**src/rtl/uart_rx.sv**
```systemverilog
`default_nettype none
// ============================================================================
// Module   : uart_rx
// Purpose  : UART receiver. Recovers 8-bit characters from the asynchronous
//            Rx_Serial line (start bit, 8 data bits LSB first, optional even
//            parity, one stop bit). Each character is presented as a
//            one-cycle strobe with data. Bit timing comes from counting
//            CLKS_PER_BIT system clocks per bit, with sampling at mid-bit.
// Ports    : Clock         - system clock, rising edge
//            Reset         - synchronous, active-high
//            Rx_Serial     - asynchronous serial input, idles high
//            Rx_DV         - one-cycle strobe, Rx_Byte valid in this cycle
//            Rx_Byte[7:0]  - last correctly received character, held
//            Rx_Frame_Err  - one-cycle strobe, stop bit sampled low
//            Rx_Parity_Err - one-cycle strobe, even-parity mismatch
// Config   : define UART_RX_PARITY_EN to receive an even parity bit between
//            the data and the stop bit. When it is not defined the frame is
//            8N1 and Rx_Parity_Err is tied low.
// Revision : 1.0 - initial release
// ============================================================================
module uart_rx #(
    parameter int CLKS_PER_BIT = 87
) (
    input  logic       Clock,
    input  logic       Reset,
    input  logic       Rx_Serial,
    output logic       Rx_DV,
    output logic [7:0] Rx_Byte,
    output logic       Rx_Frame_Err,
    output logic       Rx_Parity_Err
);

    localparam int                CNT_W      = $clog2(CLKS_PER_BIT);
    localparam logic [CNT_W-1:0] C_BIT_LAST = CNT_W'(CLKS_PER_BIT - 1);
    localparam logic [CNT_W-1:0] C_HALF     = CNT_W'((CLKS_PER_BIT - 1) / 2);

    typedef enum logic [2:0] {
        IDLE    = 3'd0,
        START   = 3'd1,
        DATA    = 3'd2,
        PARITY  = 3'd3,
        STOP    = 3'd4,
        CLEANUP = 3'd5,
        BREAK   = 3'd6
    } state_t;

    state_t           state;
    logic             sync_meta;
    logic             sync_line;
    logic [CNT_W-1:0] cnt;
    logic [2:0]       idx;
    logic [7:0]       shift;
`ifdef UART_RX_PARITY_EN
    logic             parity_bad;
`endif

    always_ff @(posedge Clock) begin
        if (Reset) begin
            // Line idles high, so the synchronizer resets to the idle level
            // and a reset never looks like a start edge.
            sync_meta    <= 1'b1;
            sync_line    <= 1'b1;
            state        <= IDLE;
            cnt          <= '0;
            idx          <= '0;
            shift        <= '0;
            Rx_DV        <= 1'b0;
            Rx_Byte      <= 8'h00;
            Rx_Frame_Err <= 1'b0;
`ifdef UART_RX_PARITY_EN
            Rx_Parity_Err <= 1'b0;
            parity_bad    <= 1'b0;
`endif
        end else begin
            sync_meta <= Rx_Serial;
            sync_line <= sync_meta;

            // Strobes default low so every pulse is exactly one cycle.
            Rx_DV        <= 1'b0;
            Rx_Frame_Err <= 1'b0;
`ifdef UART_RX_PARITY_EN
            Rx_Parity_Err <= 1'b0;
`endif

            case (state)
                IDLE: begin
                    if (!sync_line) begin
                        cnt   <= '0;
                        idx   <= '0;
                        state <= START;
                    end
                end

                // Re-check the line at the middle of the start bit; a high
                // level there means the falling edge was only a glitch.
                START: begin
                    if (cnt == C_HALF) begin
                        cnt   <= '0;
                        state <= sync_line ? IDLE : DATA;
                    end else begin
                        cnt <= cnt + 1'b1;
                    end
                end

                // From here on each sample lands a full bit period after the
                // previous one, i.e. at the middle of every following bit.
                DATA: begin
                    if (cnt == C_BIT_LAST) begin
                        cnt        <= '0;
                        shift[idx] <= sync_line;
                        if (idx == 3'd7) begin
                            idx <= '0;
`ifdef UART_RX_PARITY_EN
                            state <= PARITY;
`else
                            state <= STOP;
`endif
                        end else begin
                            idx <= idx + 3'd1;
                        end
                    end else begin
                        cnt <= cnt + 1'b1;
                    end
                end

`ifdef UART_RX_PARITY_EN
                // Even parity: data bits plus parity bit XOR to zero.
                PARITY: begin
                    if (cnt == C_BIT_LAST) begin
                        cnt        <= '0;
                        parity_bad <= sync_line ^ (^shift);
                        state      <= STOP;
                    end else begin
                        cnt <= cnt + 1'b1;
                    end
                end
`endif

                STOP: begin
                    if (cnt == C_BIT_LAST) begin
                        cnt <= '0;
                        if (sync_line) begin
`ifdef UART_RX_PARITY_EN
                            if (parity_bad) begin
                                Rx_Parity_Err <= 1'b1;
                            end else begin
                                Rx_Byte <= shift;
                                Rx_DV   <= 1'b1;
                            end
`else
                            Rx_Byte <= shift;
                            Rx_DV   <= 1'b1;
`endif
                            state <= CLEANUP;
                        end else begin
                            Rx_Frame_Err <= 1'b1;
                            state        <= BREAK;
                        end
                    end else begin
                        cnt <= cnt + 1'b1;
                    end
                end

                // Leaving here half a bit before the end of the stop bit lets
                // a back-to-back start edge be seen in IDLE.
                CLEANUP: begin
                    state <= IDLE;
                end

                // A line held low after a bad stop bit must not re-trigger
                // reception; wait for it to return to idle first.
                BREAK: begin
                    if (sync_line) begin
                        state <= IDLE;
                    end
                end

                default: begin
                    state <= IDLE;
                end
            endcase
        end
    end

`ifndef UART_RX_PARITY_EN
    assign Rx_Parity_Err = 1'b0;
`endif

endmodule
`default_nettype wire

```
**config.mk**
```make
export PLATFORM = sky130hd
export DESIGN_NAME = uart_rx
export DESIGN_NICKNAME = d
export VERILOG_FILES = /design/src/rtl/uart_rx.sv
export SDC_FILE = /design/constraint.sdc
export NUM_CORES = 1
export LEC_CHECK = 0
export CAP_MARGIN = 10
export CORE_ASPECT_RATIO = 0.5
export CORE_MARGIN = 2
export CORE_UTILIZATION = 40
export CTS_BUF_LIST = sky130_fd_sc_hd__clkbuf_8
export DETAILED_ROUTE_END_ITERATION = 8
export SKIP_LAST_GASP = 1
export SLEW_MARGIN = 40
export SYNTH_ARGS = -nofsm -noshare
export SYNTH_HDL_FRONTEND = slang
export SYNTH_SLANG_ARGS = --single-unit
```
**constraint.sdc**
```tcl
create_clock -name Clock -period 3 [get_ports Clock]
set_input_delay 0.6 -clock Clock [delete_from_list [all_inputs] [get_ports Clock]]
set_output_delay 0.6 -clock Clock [all_outputs]
set_load 0.05 [all_outputs]
```
==> reports/metrics.csv <==
stage;metric;value;unit
power_and_ir_drop;maximum VDD drop;0.000264;V
drt;DR vias;1321;
sta;Max Clock Skew;0.00301;ns
global_route;remaining global-route overflow;0;
layout;layout cell share with drive strength beyond 1;0.114;
drt;WL final;3310;um
synth;Mapped Nets;184;
synth;Yosys cell types;48;
clocking;TritonCTS buffer count;5;
global_route;pin count of the biggest net entering global routing;22;
setup_path;family with the most delay on the worst path;buffers and inverters;
clocking;CTS root buffer;clkbuf_8;
clocking;post-CTS sizing;0;
synth;synth warn;0;
power_and_ir_drop;Cell Pwr Density;487;mW/mm2
setup_path;Max FO, Critical Path;2;
placement;Port Buffers;12;
setup_path;Worst Setup End Kind;output pin;
layout;final instance area;0.00192;mm2
synth;Seq/Total Area, Yosys;0.396;
setup_path;Critical Path AT;1.42;ns
synth;cells after synthesis;177;
die;FP Rows;16;
drt;Final ANT Viol Nets;0;
run_status;outcome;finished clean;
clocking;largest buffer count on any clock path;2;
synth;Synth Flop Type;dfxtp_1;
run;max_cap viols;0;
power_and_ir_drop;overall power;0.936;mW
synth;syn avg cell area;9.43;um2
setup_path;Setup crit start kind;flip-flop;
clocking;hold_buf cts;0;
setup_path;CP Cell Sequence;clkdlybuf4s50_1;
clocking;clock tree sinks;33;
sta;Least-Margin Pin Slew;0.649;ns
layout;antenna cell count;0;
die;die height;49.7;um
layout;most frequent cells in the layout;dfxtp_1, nor2_1, mux2i_1, clkdlybuf4s50_1, nand4_1;
sta;Peak Freq;0.496;GHz
global_route;vias in the first global route;1222;
setup_path;Crit-path slowest cell;clkdlybuf4s50_1;
clocking;H-tree Lvls;2;
setup_path;Buf/Inv on CP;1;
clocking;Worst-path clk slew;0.07;ns
clocking;Post-CTS Setup Bufs;0;
die;Initial Util;0.423;
global_route;GR Util All Layers;0.162;
clocking;later-pin clock latency in the skew report;0.28;ns
sta;Worst slew margin;0.566;
synth;#FFs+latches synth;33;
layout;Final #Nets;191;
placement;RePlAce Congestion;0.748;
die;die area;0.00474;mm2
sta;Hold WS;0.410;ns
setup_path;slowest cell delay on critical path;0.80;ns
die;IO Pins;14;
sta;post-route setup TNS;0;ns
layout;Util after Layout;0.487;
sta;RSZ-0062 raised after global routing;false;
drt;DR WL/cell;13.8;um
sta;Finish-stage setup viols;0;
global_route;initial antenna violation count;0;
clocking;CTS tree;done;
layout;Layout area overhead;15.1;%
power_and_ir_drop;Leakage Power;0.799;nW
layout;commonest non-fill, non-tap cell in the layout;dfxtp_1;
setup_path;critical path type;flip-flop to output pin;
hold_path;hold crit path type;flip-flop to flip-flop;
die;Core Footprint;0.00394;mm2
global_route;first-pass GRT wire length;5880;um
drt;DRT Pass-1 Iters;4;
synth;synthesized area;0.00167;mm2
placement;placed instance area;0.00181;mm2
drt;residual DRC count;0;
synth;number of flops mapped to enable cells by yosys;0;
drt;initial drt markers;61;
sta;fin crit share;0.672;
layout;# fillers;379;
sta;count of pins over their slew limit;0;
sta;Fin. Hold Viols;0;
drt;vias per cell;5.53;
sta;fin crit period;2.02;ns
synth;Async S/R FF share, synth;0;
placement;DP HPWL;2190;um
setup_path;CP Data Required Time;2.40;ns
die;Die W;95.4;um
==> sequential cells by signal, indices dropped and copies added, names as in the netlist <==
register and flops:
sync_meta 1, cnt 7, shift 8, Rx_DV 1, state 3, Rx_Byte 8, Rx_Frame_Err 1, idx 3
sync_line 1
==> Yosys cell counts, types with 2 or more instances <==
cell | count | area share
and3_1 | 4 | 0.015
nor4_2 | 3 | 0.022
ha_1 | 4 | 0.030
inv_1 | 3 | 0.0067
or2_2 | 3 | 0.011
or3_1 | 2 | 0.0075
nor2_1 | 28 | 0.063
and4b_1 | 2 | 0.012
nand2_1 | 4 | 0.0090
nor4_1 | 3 | 0.011
mux2i_1 | 17 | 0.10
buf_2 | 5 | 0.015
nor2b_1 | 2 | 0.0075
buf_4 | 2 | 0.0090
clkbuf_1 | 7 | 0.016
nand4_1 | 9 | 0.034
o21ai_0 | 4 | 0.012
nor4bb_1 | 2 | 0.012
o2bb2ai_1 | 2 | 0.010
nand4b_1 | 2 | 0.010
xor2_1 | 3 | 0.016
a21oi_1 | 5 | 0.015
nand3_1 | 2 | 0.0060
nor3b_1 | 2 | 0.0090
dfxtp_1 | 33 | 0.40
nand3b_1 | 2 | 0.0090
==> final timing paths <==
path / start / end / slack, ns / cells past startpoint
min: sync_meta / sync_line / 0.41 / 1
min reg2reg: sync_meta / sync_line / 0.41 / 1
max reg2reg: cnt[1] / Rx_Byte[5] / 0.98 / 5
max: Rx_Byte[3] / Rx_Byte[3] / 0.98 / 1
==> layer usage <==
metal | wire length (um) | track usage | part of all wire
met1 | 1770 | 0.233 | 0.54
met2 | 1390 | 0.218 | 0.42
met3 | 147 | 0.0520 | 0.044
met4 | 0 | 0.0749 | 0
met5 | 0 | 0 | 0
==> logic make-up (layout without fill, tap and decap cells) <==
group	count (synthesis)	count (layout)	synth area share
other cells	1	1	0.00225
fa+ha+maj	4	4	0.0300
mux	17	17	0.102
compound gates	21	21	0.0930
flops	33	33	0.396
simple gates	80	80	0.310
buf+inv	17	25	0.0465
xor+xnor	4	4	0.0210
==> final cells by class <==
| cell class | count | area (um2) | share of cell area |
|---|---|---|---|
| multi-input combinational | 127 | 931 | 0.484 |
| tap | 54 | 67.6 | 0.0352 |
| timing repair buffer | 14 | 135 | 0.0703 |
| clock buffer | 6 | 82.6 | 0.0430 |
| inverter | 3 | 11.3 | 0.00586 |
| sequential | 33 | 661 | 0.344 |
| clock inverter | 2 | 33.8 | 0.0176 |
==> metrics by stage <==
step / worst slack [ns] / cells
floorplan: 1.38 / 177
global placement: 0.997 / 231
detailed placement: 0.979 / 231
CTS: 0.959 / 239
global route: 0.765 / 239
finish: 0.984 / 239
==> where the power goes <==
group / switching, mW / leakage (nW) / internal, mW
Clock: 0.161 / 0.0626 / 0.267
Sequential: 0.0115 / 0.267 / 0.445
Combinational: 0.0298 / 0.470 / 0.0213
Power figures use the tool's default switching activity.
